**src/rtl/regfile_write_arbiter.sv**
```systemverilog
// Arbitrates the single register-file write port between processor writeback
// (zero-latency pass-through) and a FIFO of I/O writes issued in idle slots.
module regfile_write_arbiter #(
  parameter int DEPTH        = 4,
  parameter int STARVE_LIMIT = 8
) (
  input  logic                         clock,
  input  logic                         ctrl_reset,
  input  logic                         cpu_we,
  input  logic [4:0]                   cpu_waddr,
  input  logic [31:0]                  cpu_wdata,
  input  logic                         io_valid,
  output logic                         io_ready,
  input  logic [4:0]                   io_waddr,
  input  logic [31:0]                  io_wdata,
  output logic                         rf_we,
  output logic [4:0]                   rf_waddr,
  output logic [31:0]                  rf_wdata,
  output logic                         stall_cpu,
  output logic [$clog2(DEPTH+1)-1:0]   io_pending
);

  localparam int PTR_W = (DEPTH > 1) ? $clog2(DEPTH) : 1;
  localparam int OCC_W = $clog2(DEPTH+1);
  localparam int CNT_W = $clog2(STARVE_LIMIT+1);

  logic [4:0]       fifo_addr [DEPTH];
  logic [31:0]      fifo_data [DEPTH];
  logic [PTR_W-1:0] head;
  logic [PTR_W-1:0] tail;
  logic [CNT_W-1:0] starve_cnt;

  logic        fifo_empty;
  logic        cpu_live;
  logic        push;
  logic        pop;
  logic        denied;
  logic        starve_hit;
  logic        grant_we;
  logic [4:0]  head_addr;
  logic [31:0] head_data;

  assign head_addr  = fifo_addr[head];
  assign head_data  = fifo_data[head];
  assign fifo_empty = (io_pending == '0);
  assign io_ready   = (io_pending < OCC_W'(DEPTH));
  // The processor loses its write enable for the one stall cycle so the head can issue.
  assign cpu_live   = cpu_we && (cpu_waddr != 5'd0) && !stall_cpu;
  assign push       = io_valid && io_ready;
  assign pop        = !cpu_live && !fifo_empty;
  assign denied     = cpu_live && !fifo_empty;
  assign starve_hit = denied && (starve_cnt == CNT_W'(STARVE_LIMIT - 1));

  always_comb begin
    grant_we = 1'b0;
    rf_waddr = 5'd0;
    rf_wdata = 32'd0;
    if (cpu_live) begin
      grant_we = 1'b1;
      rf_waddr = cpu_waddr;
      rf_wdata = cpu_wdata;
    end else if (!fifo_empty) begin
      grant_we = (head_addr != 5'd0);
      rf_waddr = head_addr;
      rf_wdata = head_data;
    end
  end

  // Reset is asynchronous, so the write enable must be masked combinationally too.
  assign rf_we = grant_we && ctrl_reset;

  // FIFO payload carries no reset; the pointers alone define validity.
  always_ff @(posedge clock) begin
    if (push) begin
      fifo_addr[tail] <= io_waddr;
      fifo_data[tail] <= io_wdata;
    end
  end

  always_ff @(posedge clock or negedge ctrl_reset) begin
    if (!ctrl_reset) begin
      head       <= '0;
      tail       <= '0;
      io_pending <= '0;
    end else begin
      if (push) tail <= tail + 1'b1;
      if (pop)  head <= head + 1'b1;
      case ({push, pop})
        2'b10:   io_pending <= io_pending + 1'b1;
        2'b01:   io_pending <= io_pending - 1'b1;
        default: io_pending <= io_pending;
      endcase
    end
  end

  always_ff @(posedge clock or negedge ctrl_reset) begin
    if (!ctrl_reset) begin
      starve_cnt <= '0;
      stall_cpu  <= 1'b0;
    end else begin
      stall_cpu <= starve_hit;
      if (fifo_empty || pop || starve_hit) begin
        starve_cnt <= '0;
      end else if (denied) begin
        starve_cnt <= starve_cnt + 1'b1;
      end
    end
  end

endmodule

```
**config.mk**
```make
export PLATFORM = sky130hd
export DESIGN_NAME = regfile_write_arbiter
export DESIGN_NICKNAME = d
export VERILOG_FILES = /design/src/rtl/regfile_write_arbiter.sv
export SDC_FILE = /design/constraint.sdc
export NUM_CORES = 1
export LEC_CHECK = 0
export CORE_UTILIZATION = 56
export CTS_BUF_LIST = sky130_fd_sc_hd__clkbuf_16
export CTS_CLUSTER_SIZE = 40
export DETAILED_ROUTE_END_ITERATION = 6
export HOLD_SLACK_MARGIN = 0.06
export PLACE_DENSITY = 0.88
export SYNTH_ARGS = -nofsm -noshare
export SYNTH_HDL_FRONTEND = slang
export SYNTH_SLANG_ARGS = --single-unit
export TNS_END_PERCENT = 20
```
**constraint.sdc**
```tcl
create_clock -name clock -period 5.84 [get_ports clock]
set_clock_uncertainty 0.1 [all_clocks]
set_input_delay 0.584 -clock clock [delete_from_list [all_inputs] [get_ports clock]]
set_output_delay 0.584 -clock clock [all_outputs]
set_load 0.02 [all_outputs]
```
==> results.py <==
metrics = {
    "global_routing": {
        "grt_use_met2": 0.4028,
        "grt_most_used_layer": "met2",
        "grt_util_met1": 0.2788,
        "grt.overflow.total": 0,
        "grt_first_pass_wirelength_mm": 19.16,
        "met3_track_utilization_from_global_routing": 0.04842,
        "groute.usage.overall": 0.2304,
        "grt_start_max_net_pins": 42,
        "via_count_of_the_first_global_routing_pass": 3633,
        "grt_antenna_before_repair": 0,
    },
    "timing": {
        "max_freq_ghz": 0.2174,
        "timing_hold_violations_final": 0,
        "setup_total_negative_slack_ns": 0,
        "period_share": 0.7878,
        "slew_headroom": 0.2691,
        "max_slew.worst_pin.slew_ns": 1.094,
        "final_max_slew_viol_count": 0,
        "timing.final.setup_violations": 0,
        "fin_crit_ns": 4.600,
        "rsz0062_at_grt": "false",
    },
    "power": {
        "vdd_ir_drop_max_mv": 0.2586,
        "intPower_mw": 2.700,
        "p_sw_frac": 0.2840,
        "cellPowerDensity_mw_per_mm2": 457.6,
        "clockPowerShare": 0.285,
        "power.switching_mw": 1.071,
        "power.static_leakage_nw": 2.812,
        "power_frac_comb": 0.290,
        "power.share.sequential": 0.425,
    },
    "die": {
        "core_area_sq_mm": 0.01094,
        "num_rows": 38,
        "dieHeight_microns": 108.6,
        "floorplan.die.width_microns": 108.6,
        "ios": 121,
        "die_area_sq_mm": 0.01180,
        "effective_utilization_at_floorplan": 0.5820,
    },
    "worst_hold_path": {
        "hold-path-cell-count": 1,
        "min-delay-path-class": "reg -> reg",
    },
    "setup_path": {
        "dominant_delay_contributor_by_cell_family_on_the_critical_path": "simple AND/OR/NAND/NOR gates",
        "worst-path-stages": 6,
        "worst-path-max-fanout": 41,
        "cp_data_required_time_ns": 5.16,
        "worstPathCellList": "clkdlybuf4s50_1 -> or4_1 -> o21a_2 -> nor2_4 -> a22o_1 -> clkdlybuf4s50_1",
        "ff2ff_path_depth": 9,
        "worst-path-buf-inv": 2,
        "data_arrival_time_of_the_critical_path_ns": 3.92,
        "critical_path.max_stage_delay_ns": 0.97,
        "critical_path.most_common_cell": "clkdlybuf4s50_1",
        "worstSetupStartpointType": "input pin",
        "cp-end-kind": "output pin",
        "critical-path-slowest-cell": "nor2_4",
        "worst-setup-path-type": "in -> out",
    },
    "logic_synthesis": {
        "synth_area_sq_mm": 0.006365,
        "seq_area_frac_synth": 0.7454,
        "yosysUniqueCellTypes": 30,
        "synth_cells": 302,
        "synth.ff_latch_count": 160,
        "synthesis.nets": 387,
        "synth.avg_cell_area_sq_um": 21.08,
        "synth.yosys.warnings": 0,
    },
    "clock_tree": {
        "clkTransAtPathRegs_ns": 0.06,
        "root_buffer": "clkbuf_16",
        "cts.hold.buffers_added": 0,
        "cts_buffer_depth": 2,
        "ctsResizeCount": 0,
        "cts-buffers-inserted": 17,
        "number_of_clock_sinks": 160,
        "cts_post_setup_buffers_inserted": 0,
        "worstSkewPairLatency_ns": 0.41,
        "cts-htree-levels": 4,
        "cts_tree": "done",
    },
    "drt": {
        "drt_pass1_iterations": 4,
        "detail_route.wl_per_cell_microns": 21.40,
        "ant_nets": 0,
        "wirelength_mm": 12.37,
        "drt_first_iter_violations": 188,
        "detail_route.vias_per_cell": 5.824,
        "post-route-drc-count": 0,
        "routed-via-count": 3366,
    },
    "final_layout": {
        "area_delta_synth_final_pct": 29.47,
        "num_antenna_cells": 0,
        "multi_input_area_sq_mm": 0.001503,
        "postLayoutCellArea_sq_mm": 0.008240,
        "post_layout_net_count": 510,
        "post_layout_nonfiller_instances": 578,
        "regArea_sq_mm": 0.004747,
        "drive_above_1_share": 0.1667,
        "fillers": 634,
    },
    "placement": {
        "place_congestion": 0.6932,
        "post_dp_cell_area_sq_mm": 0.007660,
        "detailed_place_hpwl_mm": 7.328,
        "numPortBuffers": 120,
        "place.detailed.instances": 546,
    },
    "flow_run": {
        "cap_viol_max_count": 0,
    },
    "run_status": {
        "status": "complete, no violations",
    },
}
## cell usage in the layout (no fill, tap or decap), drive strengths merged
master         instances
o21a                   1
and4                   1
edfxtp               148
inv                   11
mux4                  37
clkinv                 6
nor2b                  2
clkinvlp               2
xor2                   3
nor3                   4
and2                   4
nor2                   5
bufinv                 3
nand3                  2
dfrtp                 12
nand2                  2
or4                    1
a22o                  37
a21oi                  2
nand3b                 1
nor3b                  2
xnor2                  4
clkbuf                17
fa                     1
ha                     6
buf                    1
clkdlybuf4s50        120
o21ai                  2
mux2i                  1
## registers in the layout (all words and copies together), names as in the netlist
| signal | flops |
|---|---|
| tail | 2 |
| head | 2 |
| stall_cpu | 1 |
| io_pending | 3 |
| fifo_addr | 20 |
| starve_cnt | 4 |
| fifo_data | 128 |
## cell families after synthesis
group / Yosys count / synth area share
adders and majority gates: 7 / 0.01494
DFF: 160 / 0.7454
AOI/OAI and AO/OA: 42 / 0.05544
and+or+nand+nor: 24 / 0.02280
xor gates and xnor gates: 7 / 0.009633
muxes: 38 / 0.1325
buffers and inverters: 24 / 0.01927
## final cells by class
cell class / count / share of cell area
multi-input cells: 118 / 0.1824
inverters: 7 / 0.003189
clock buffers: 17 / 0.05162
flip-flops and latches: 160 / 0.5761
clock inverters: 15 / 0.01883
well taps: 140 / 0.02126
repair buffers: 121 / 0.1467
## worst paths after layout
| kind | start | to | slack [ns] |
|---|---|---|---|
| worst max-delay path | cpu_waddr[3] | rf_wdata[19] | 1.24 |
| worst min-delay path | starve_cnt[0]$_DFFE_PN0P_ | starve_cnt[0]$_DFFE_PN0P_ | 0.38 |
| worst max register to register | stall_cpu$_DFF_PN0_ | io_pending[2]$_DFFE_PN0P_ | 2.64 |
| worst min register to register | starve_cnt[0]$_DFFE_PN0P_ | starve_cnt[0]$_DFFE_PN0P_ | 0.38 |
| max in group asynchronous | ctrl_reset | head[0]$_DFFE_PN0P_ | 4.75 |
| min in group asynchronous | ctrl_reset | io_pending[2]$_DFFE_PN0P_ | 0.45 |
## metal layers
layer  part of all wire  routed length [microns]
met5                  0                        0
met4             0.0086                      107
met3              0.058                      718
met2               0.55                     6821
met1               0.38                     4724
## stage by stage
stage	worst slack, ns	total power, mW	hold WS, ns	utilization
3_5_place_dp	1.239	2.731	0.3693	0.7005
3_3_place_gp	1.401	2.690	0.3493	0.7005
6_report	1.240	3.771	0.3805	0.7535
5_1_grt	1.063	3.929	0.4073	0.7535
2_1_floorplan	3.114	2.304	0.1884	-
4_1_cts	1.214	3.804	0.3842	0.7535
## power by group through the flow
| stage | logic (mW) | registers [mW] | clock network (mW) |
|---|---|---|---|
| final | 1.09 | 1.60 | 1.08 |
| after detailed placement | 1.10 | 1.63 | 0 |
| after floorplan | 0.790 | 1.51 | 0 |
| after CTS | 1.11 | 1.61 | 1.09 |
| after global placement | 1.07 | 1.62 | 0 |
| after global routing | 1.17 | 1.63 | 1.13 |
## worst register-to-register path: cells and delay by family (launching register included)
family	cells	cell delay (ns)
and+or+nand+nor	3	1.18
adders and majority gates	2	0.73
AOI/OAI and AO/OA	1	0.43
DFF	1	0.34
xor gates and xnor gates	2	0.29
buffers and inverters	1	0.07
## synth_stat cells
master	n	area, sq um
mux4_2	37	833.3
nor3_1	4	20.02
buf_6	3	33.78
buf_4	1	7.510
nor2_1	4	15.01
buf_2	5	25.02
nand3_1	2	10.01
o21ai_0	2	10.01
fa_1	1	20.02
nor2b_1	2	12.51
edfxtp_1	148	4444
or4_1	1	7.510
xor2_1	3	26.28
o21a_2	1	8.760
nor2_4	1	11.26
a22o_1	37	324.1
nor3b_1	1	7.510
dfrtp_1	12	300.3
buf_1	1	3.750
ha_1	6	75.07
clkbuf_1	7	26.28
xnor2_1	4	35.03
nand3b_1	1	7.510
nand2_1	2	7.510
mux2i_1	1	10.01
inv_1	7	26.28
nor3b_2	1	12.51
and2_1	4	25.02
and4_1	1	8.760
a21oi_1	2	10.01
No activity file was read; power rests on OpenSTA's default activity.
